===== config.mk =====
export PLATFORM = sky130hd
export DESIGN_NAME = data_mem_arbiter_flat
export DESIGN_NICKNAME = d
export VERILOG_FILES = /design/src/rtl/data_mem_arbiter_pkg.sv /design/src/rtl/data_mem_arbiter_if.sv /design/src/rtl/data_mem_arbiter_rr_pick.sv /design/src/rtl/data_mem_arbiter.sv /design/src/flat_wrapper.sv
export SDC_FILE = /design/constraint.sdc
export NUM_CORES = 1
export LEC_CHECK = 0
export CAP_MARGIN = 5
export CORE_AREA = 2 2 157 159
export CTS_BUF_LIST = sky130_fd_sc_hd__clkbuf_8
export DETAILED_ROUTE_END_ITERATION = 7
export DIE_AREA = 0 0 159 161
export GPL_ROUTABILITY_DRIVEN = 0
export SETUP_SLACK_MARGIN = 0.2
export SLEW_MARGIN = 20
export SYNTH_ARGS = -nofsm -noshare
export SYNTH_HDL_FRONTEND = slang
export SYNTH_SLANG_ARGS = --single-unit

===== constraint.sdc =====
create_clock -name clk -period 8.7 [get_ports clk]
set_input_delay 1.74 -clock clk [delete_from_list [all_inputs] [get_ports clk]]
set_output_delay 1.74 -clock clk [all_outputs]
set_load 0.02 [all_outputs]

===== src/rtl/data_mem_arbiter_pkg.sv =====
// Shared types and constants for the data_mem load/store port arbiter.
// Imported by the arbiter top, its interface users and the bench.
package data_mem_arb_pkg;

  typedef enum logic [1:0] {
    IDLE   = 2'd0,
    ACCESS = 2'd1,
    RESP   = 2'd2
  } arb_state_t;

  // Cycles from the accepting edge's cycle to the rsp_valid cycle.
  localparam int ARB_RSP_LATENCY = 2;

  function automatic logic is_aligned(input logic [1:0] byte_lsbs);
    return (byte_lsbs == 2'b00);
  endfunction

endpackage


===== src/rtl/data_mem_arbiter_if.sv =====
// Bundle of the requester-side handshake and the data_mem word port.
// slave = the arbiter's view, master = the requesters' and memory's view.
interface data_mem_arbiter_if #(
  parameter int NUM_REQ    = 4,
  parameter int DATA_WIDTH = 32,
  parameter int ADDR_WIDTH = 32
);

  // Handshake: requester i holds req_valid[i] and its we/addr/wdata slices
  // stable until it sees req_ready[i]; the request is taken at the clock
  // edge where req_valid[i] & req_ready[i]. Completion is a single-cycle
  // rsp_valid[i] pulse carrying rsp_rdata/rsp_err; there is no back-pressure.
  logic [NUM_REQ-1:0]            req_valid;
  logic [NUM_REQ-1:0]            req_we;
  logic [NUM_REQ*ADDR_WIDTH-1:0] req_addr;
  logic [NUM_REQ*DATA_WIDTH-1:0] req_wdata;
  logic [NUM_REQ-1:0]            req_ready;
  logic [NUM_REQ-1:0]            rsp_valid;
  logic [DATA_WIDTH-1:0]         rsp_rdata;
  logic                          rsp_err;
  logic                          mem_we;
  logic [ADDR_WIDTH-1:0]         mem_addr;
  logic [DATA_WIDTH-1:0]         mem_wdata;
  logic [DATA_WIDTH-1:0]         mem_rdata;
  logic                          busy;

  modport slave (
    input  req_valid, req_we, req_addr, req_wdata, mem_rdata,
    output req_ready, rsp_valid, rsp_rdata, rsp_err,
           mem_we, mem_addr, mem_wdata, busy
  );

  modport master (
    output req_valid, req_we, req_addr, req_wdata, mem_rdata,
    input  req_ready, rsp_valid, rsp_rdata, rsp_err,
           mem_we, mem_addr, mem_wdata, busy
  );

endinterface


===== src/rtl/data_mem_arbiter_rr_pick.sv =====
// Combinational round-robin picker: first set bit of valid at or after ptr,
// wrapping from N-1 back to 0. Usable for any shared resource.
module rr_pick #(
  parameter  int N  = 4,
  localparam int IW = (N > 1) ? $clog2(N) : 1
) (
  input  logic [N-1:0]  valid,
  input  logic [IW-1:0] ptr,
  output logic [N-1:0]  grant,
  output logic [IW-1:0] idx,
  output logic          any
);

  int            cand;
  logic [IW-1:0] cand_idx;

  always_comb begin
    grant    = '0;
    idx      = '0;
    any      = 1'b0;
    cand     = 0;
    cand_idx = '0;
    for (int k = 0; k < N; k++) begin
      cand = int'(ptr) + k;
      if (cand >= N) cand = cand - N;
      cand_idx = cand[IW-1:0];
      if (!any && valid[cand_idx]) begin
        any             = 1'b1;
        grant[cand_idx] = 1'b1;
        idx             = cand_idx;
      end
    end
  end

endmodule


===== src/rtl/data_mem_arbiter.sv =====
// Round-robin arbiter sharing data_mem's single word port (WDME/A/WD/RD)
// among NUM_REQ requesters; one access in flight, flags misaligned addresses.
module data_mem_arbiter
  import data_mem_arb_pkg::*;
#(
  parameter  int NUM_REQ    = 4,
  parameter  int DATA_WIDTH = 32,
  parameter  int ADDR_WIDTH = 32,
  localparam int PW         = (NUM_REQ > 1) ? $clog2(NUM_REQ) : 1
) (
  input  logic                 clk,
  input  logic                 rst_n,
  data_mem_arbiter_if.slave    bus,
  output arb_state_t           dbg_state,
  output logic [PW-1:0]        dbg_rr_ptr
);

  arb_state_t             state_q,   state_d;
  logic [PW-1:0]          rr_ptr_q,  rr_ptr_d;
  logic [PW-1:0]          gnt_idx_q, gnt_idx_d;
  logic                   we_q,      we_d;
  logic [ADDR_WIDTH-1:0]  addr_q,    addr_d;
  logic [DATA_WIDTH-1:0]  wdata_q,   wdata_d;
  logic [DATA_WIDTH-1:0]  rdata_q,   rdata_d;
  logic                   err_q,     err_d;

  logic [NUM_REQ-1:0]     pick_grant;
  logic [PW-1:0]          pick_idx;
  logic                   pick_any;
  logic                   sel_we;
  logic [ADDR_WIDTH-1:0]  sel_addr;
  logic [DATA_WIDTH-1:0]  sel_wdata;
  logic                   aligned;
  logic [NUM_REQ-1:0]     req_ready;
  logic [NUM_REQ-1:0]     rsp_valid;
  logic                   mem_we;

  rr_pick #(.N(NUM_REQ)) u_rr_pick (
    .valid (bus.req_valid),
    .ptr   (rr_ptr_q),
    .grant (pick_grant),
    .idx   (pick_idx),
    .any   (pick_any)
  );

  // Steer the winning requester's fields; constant indices keep this a plain mux.
  always_comb begin
    sel_we    = 1'b0;
    sel_addr  = '0;
    sel_wdata = '0;
    for (int i = 0; i < NUM_REQ; i++) begin
      if (pick_grant[i]) begin
        sel_we    = bus.req_we[i];
        sel_addr  = bus.req_addr[i*ADDR_WIDTH +: ADDR_WIDTH];
        sel_wdata = bus.req_wdata[i*DATA_WIDTH +: DATA_WIDTH];
      end
    end
  end

  assign aligned = is_aligned(addr_q[1:0]);

  always_comb begin
    state_d   = state_q;
    rr_ptr_d  = rr_ptr_q;
    gnt_idx_d = gnt_idx_q;
    we_d      = we_q;
    addr_d    = addr_q;
    wdata_d   = wdata_q;
    rdata_d   = rdata_q;
    err_d     = err_q;
    req_ready = '0;
    rsp_valid = '0;
    mem_we    = 1'b0;
    case (state_q)
      IDLE: begin
        // Gate with rst_n so nothing looks accepted while reset is held.
        if (pick_any && rst_n) begin
          req_ready = pick_grant;
          gnt_idx_d = pick_idx;
          we_d      = sel_we;
          addr_d    = sel_addr;
          wdata_d   = sel_wdata;
          state_d   = ACCESS;
        end
      end
      ACCESS: begin
        // Misaligned stores are suppressed; the read still happens.
        mem_we  = we_q & aligned;
        rdata_d = bus.mem_rdata;
        err_d   = ~aligned;
        state_d = RESP;
      end
      RESP: begin
        rsp_valid[gnt_idx_q] = 1'b1;
        rr_ptr_d = (gnt_idx_q == PW'(NUM_REQ - 1)) ? '0 : gnt_idx_q + PW'(1);
        state_d  = IDLE;
      end
      default: state_d = IDLE;
    endcase
  end

  always_ff @(posedge clk or negedge rst_n) begin
    if (!rst_n) begin
      state_q   <= IDLE;
      rr_ptr_q  <= '0;
      gnt_idx_q <= '0;
      we_q      <= 1'b0;
      addr_q    <= '0;
      wdata_q   <= '0;
      rdata_q   <= '0;
      err_q     <= 1'b0;
    end else begin
      state_q   <= state_d;
      rr_ptr_q  <= rr_ptr_d;
      gnt_idx_q <= gnt_idx_d;
      we_q      <= we_d;
      addr_q    <= addr_d;
      wdata_q   <= wdata_d;
      rdata_q   <= rdata_d;
      err_q     <= err_d;
    end
  end

  assign bus.req_ready = req_ready;
  assign bus.rsp_valid = rsp_valid;
  assign bus.rsp_rdata = rdata_q;
  assign bus.rsp_err   = (state_q == RESP) ? err_q : 1'b0;
  assign bus.mem_we    = mem_we;
  assign bus.mem_addr  = addr_q;
  assign bus.mem_wdata = wdata_q;
  assign bus.busy      = (state_q != IDLE);
  assign dbg_state     = state_q;
  assign dbg_rr_ptr    = rr_ptr_q;

endmodule


===== src/flat_wrapper.sv =====
// flat-port wrapper written by rule: the top's interface ports become plain ports
module data_mem_arbiter_flat import data_mem_arb_pkg::*;
#(
  parameter  int NUM_REQ    = 4,
  parameter  int DATA_WIDTH = 32,
  parameter  int ADDR_WIDTH = 32,
  localparam int PW         = (NUM_REQ > 1) ? $clog2(NUM_REQ) : 1
)
  (clk, rst_n, dbg_state, dbg_rr_ptr, bus_req_valid, bus_req_we, bus_req_addr, bus_req_wdata, bus_mem_rdata, bus_req_ready, bus_rsp_valid, bus_rsp_rdata, bus_rsp_err, bus_mem_we, bus_mem_addr, bus_mem_wdata, bus_busy);
  data_mem_arbiter_if #(.NUM_REQ(NUM_REQ), .DATA_WIDTH(DATA_WIDTH), .ADDR_WIDTH(ADDR_WIDTH)) bus_i ();
  input  logic clk;
  input  logic rst_n;
  output arb_state_t dbg_state;
  output logic [PW-1:0] dbg_rr_ptr;
  input wire logic [$bits(bus_i.req_valid)-1:0] bus_req_valid;
  input wire logic [$bits(bus_i.req_we)-1:0] bus_req_we;
  input wire logic [$bits(bus_i.req_addr)-1:0] bus_req_addr;
  input wire logic [$bits(bus_i.req_wdata)-1:0] bus_req_wdata;
  input wire logic [$bits(bus_i.mem_rdata)-1:0] bus_mem_rdata;
  output wire logic [$bits(bus_i.req_ready)-1:0] bus_req_ready;
  output wire logic [$bits(bus_i.rsp_valid)-1:0] bus_rsp_valid;
  output wire logic [$bits(bus_i.rsp_rdata)-1:0] bus_rsp_rdata;
  output wire logic [$bits(bus_i.rsp_err)-1:0] bus_rsp_err;
  output wire logic [$bits(bus_i.mem_we)-1:0] bus_mem_we;
  output wire logic [$bits(bus_i.mem_addr)-1:0] bus_mem_addr;
  output wire logic [$bits(bus_i.mem_wdata)-1:0] bus_mem_wdata;
  output wire logic [$bits(bus_i.busy)-1:0] bus_busy;
  assign bus_i.req_valid = bus_req_valid;
  assign bus_i.req_we = bus_req_we;
  assign bus_i.req_addr = bus_req_addr;
  assign bus_i.req_wdata = bus_req_wdata;
  assign bus_i.mem_rdata = bus_mem_rdata;
  assign bus_req_ready = bus_i.req_ready;
  assign bus_rsp_valid = bus_i.rsp_valid;
  assign bus_rsp_rdata = bus_i.rsp_rdata;
  assign bus_rsp_err = bus_i.rsp_err;
  assign bus_mem_we = bus_i.mem_we;
  assign bus_mem_addr = bus_i.mem_addr;
  assign bus_mem_wdata = bus_i.mem_wdata;
  assign bus_busy = bus_i.busy;
  data_mem_arbiter #(.NUM_REQ(NUM_REQ), .DATA_WIDTH(DATA_WIDTH), .ADDR_WIDTH(ADDR_WIDTH)) u_core (.clk(clk), .rst_n(rst_n), .bus(bus_i), .dbg_state(dbg_state), .dbg_rr_ptr(dbg_rr_ptr));
endmodule

==> impl_metrics.json <==
{
  "outcome": "complete, no violations",
  "p_sw_share_pct": 51.4,
  "mostFrequentLayoutCells": "clkdlybuf4s50_1 (407), dfrtp_1 (104), nor2_1 (75), nand2_1 (75), and2_1 (72)",
  "worstPathMaxFanout": 66,
  "worst-path-buf-inv": 3,
  "post_cts_buffers": 0,
  "power_leakage_nw": 4.38,
  "insertion_delay_ps": 390,
  "rows": 57,
  "skew_ps": 19.0,
  "r2r_end": "u_core.bus.mem_wdata[24]",
  "finalHoldViolCount": 0,
  "hold_buffers": 0,
  "yosys.area.top_type_share_pct": 37.5,
  "yosysSeqAreaShare_pct": 37.5,
  "dr_wl_met3_mm": 2.50,
  "worstMarginPinSlew_ps": 873,
  "dieArea_sq_um": 25600,
  "cp.required_ps": 6960,
  "cts-root-buf": "clkbuf_8",
  "cp_top_family": "buffers and inverters",
  "die_x_microns": 159,
  "synth-edff-count": 0,
  "grt_max_degree": 70,
  "top_layer_used": "met4",
  "setup.worst_path.class": "input port to output pin",
  "worstHoldEndpoint": "u_core.bus.rsp_rdata[18]",
  "slowest_delay_ps": 730,
  "setup_violations": 0,
  "clock.fmax_mhz": 150,
  "clk_path_buf_depth": 2,
  "antenna_found_initial": 0,
  "cts_max_level": 3,
  "dr.pass1.iters": 7,
  "syn-instance-count": 791,
  "fin_cells": 1464,
  "syn_to_final_growth_pct": 63.4,
  "finalMaxSlewViolations": 0,
  "cts_buffers": 9,
  "met2_length_mm": 15.6,
  "synth_top_area_cell": "dfrtp_1",
  "combPwrFrac_pct": 70.8,
  "cts_sinks": 104,
  "dpl.hpwl_mm": 21.7,
  "ant_nets": 0,
  "final_common_cell": "clkdlybuf4s50_1",
  "min_path_cells": 1,
  "dpl-instance-area_sq_um": 11100,
  "hold_start": "u_core.bus.rsp_rdata[18]",
  "grt_pass1_vias": 7792,
  "intPower_mw": 1.89,
  "crit_arrival_ps": 4910,
  "max-cap-violations": 0,
  "grt_use_total_pct": 24.0,
  "startpoint_type": "input port",
  "initial_core_util_pct": 29.0,
  "syn_area_sq_um": 6950,
  "switchingPower_mw": 1.99,
  "drcViolationCount": 0,
  "endpoint_kind": "output pin",
  "reg2reg_from": "u_core.dbg_rr_ptr[0]",
  "wirelength_mm": 32.1,
  "io_buffers": 408,
  "met1_length_mm": 13.2,
  "num_io_pins": 409,
  "syn_area_per_cell_sq_um": 8.79,
  "ys_async_sr_fraction_pct": 100,
  "period_share_pct": 76.5,
  "hp-class": "flip-flop to flip-flop",
  "dp_cells": 1447,
  "core_area_sq_um": 24000,
  "peakVddDrop_v": 0.000303,
  "n_antenna_cell": 0,
  "synth_ff_type": "dfrtp_1",
  "fin_nets": 1444,
  "synthTopCellsByArea": "dfrtp_1 (37%), a311oi_1 (8.1%), o31ai_1 (6.9%)",
  "seq_power_share_pct": 21.1,
  "layout_min_cycle_time_ps": 6650,
  "setup_tns_ps": 0,
  "post_cts_resized": 0,
  "cts_tree": "built",
  "grt-ovfl-total": 0,
  "crit_path_cell_trace": "clkdlybuf4s50_1, mux4_2, nand2b_2, buf_4, a21bo_2, nor2_1, clkdlybuf4s50_1",
  "drt_iter0_drc": 559,
  "path_common_cell": "clkdlybuf4s50_1",
  "path_clk_slew_ps": 110,
  "yosysWarnings": 0,
  "fin_area_sq_um": 11400,
  "ys_ff_latch": 104,
  "grt_pass1_wl_mm": 47.5,
  "vias_per_cell": 5.36,
  "reg2reg_slack_ps": 3810,
  "p_per_area_nw_per_um2": 342,
  "routedWlPerCell_microns": 22.0,
  "yosys.cell_types.count": 51,
  "drive_gt1_share_pct": 7.46,
  "vias": 7845,
  "syn-num-nets": 1100,
  "p_clk_share_pct": 8.1,
  "dieHeight_microns": 161,
  "cp_slowest_cell": "mux4_2",
  "max_slew_margin_pct": 41.8,
  "grt_setup_unrepaired": "false",
  "r2r_cells": 9
}
## cell families (layout without fill, tap and decap cells)
group	after synthesis	count (layout)	synth area share, %
AOI/OAI and AO/OA	288	288	29.4
adders and majority gates	11	11	1.98
buffers and inverters	99	448	7.00
DFF	104	104	37.5
muxes	42	42	7.26
and+or+nand+nor	247	247	16.9
## area by class of cell
cell class                 instances  area, sq um
fill                            2370        12600
timing repair buffer             423         4210
multi-input combinational        588         3920
sequential                       104         2600
tap                              324          405
clock buffer                       9          124
clock inverter                     7         63.8
inverter                           9         33.8
## registers in the layout, indices dropped and copies added (netlist names)
name and cells:
u_core.dbg_rr_ptr 2, u_core.we_q 1, u_core.err_q 1, u_core.bus.mem_wdata 32, u_core.dbg_state 2, u_core.bus.rsp_rdata 32, u_core.bus.mem_addr 32, u_core.gnt_idx_q 2
## through the flow
step | util (%) | hold slack, ps | power (mW) | worst slack, ps
detailed placement | 46.5 | 494 | 3.58 | 2020
global placement | 46.5 | 488 | 3.56 | 2070
CTS | 47.3 | 520 | 3.91 | 2050
global route | 47.4 | 529 | 4.13 | 1920
floorplan | - | 487 | 2.57 | 3450
finish | 47.4 | 517 | 3.88 | 2050
## how the worst max path moves through the flow
stage                     start               end  slack [ps]  depth (start not counted)
5_1_grt        bus_req_valid[0]  bus_req_ready[1]        1920                          7
2_1_floorplan  bus_req_valid[0]  bus_req_ready[3]        3450                          7
4_1_cts        bus_req_valid[0]  bus_req_ready[1]        2050                          7
3_3_place_gp   bus_req_valid[2]  bus_req_ready[1]        2070                          7
3_5_place_dp   bus_req_valid[2]  bus_req_ready[1]        2020                          7
6_report       bus_req_valid[0]  bus_req_ready[1]        2050                          7
## power by group through the flow
| stage | Sequential, mW | Combinational (mW) | Clock (mW) |
|---|---|---|---|
| after CTS | 0.821 | 2.76 | 0.327 |
| after global routing | 0.848 | 2.94 | 0.341 |
| after detailed placement | 0.830 | 2.75 | 0 |
| final | 0.819 | 2.75 | 0.315 |
| after global placement | 0.820 | 2.74 | 0 |
| after floorplan | 1.03 | 1.53 | 0 |
## Yosys cell counts, types with 6 or more instances
master      n
mux2_2     34
a311oi_1   64
and2_1     72
ha_1       11
inv_1       8
o31ai_1    64
nand2_1    75
o21ai_0     6
a31oi_1    65
buf_4       8
nor2_1     76
buf_6       6
clkbuf_1   44
a21oi_1    68
buf_2      29
dfrtp_1   104
## worst register-to-register path, stage by stage, from the launching register on
cell and delay, ps:
dfrtp_1 910, inv_1 240, ha_1 630, mux2i_2 460
nand3_1 190, a32oi_4 230, buf_4 650, nand2b_2 640
buf_4 590, o31ai_1 220
## layer usage
layer,vias to the layer above,global-route usage [%]
met1,3731,29.9
met5,-,0
li1,3633,-
met2,437,40.9
met4,0,8.14
met3,44,5.50
Note: power is estimated with default switching activity, not from simulation.
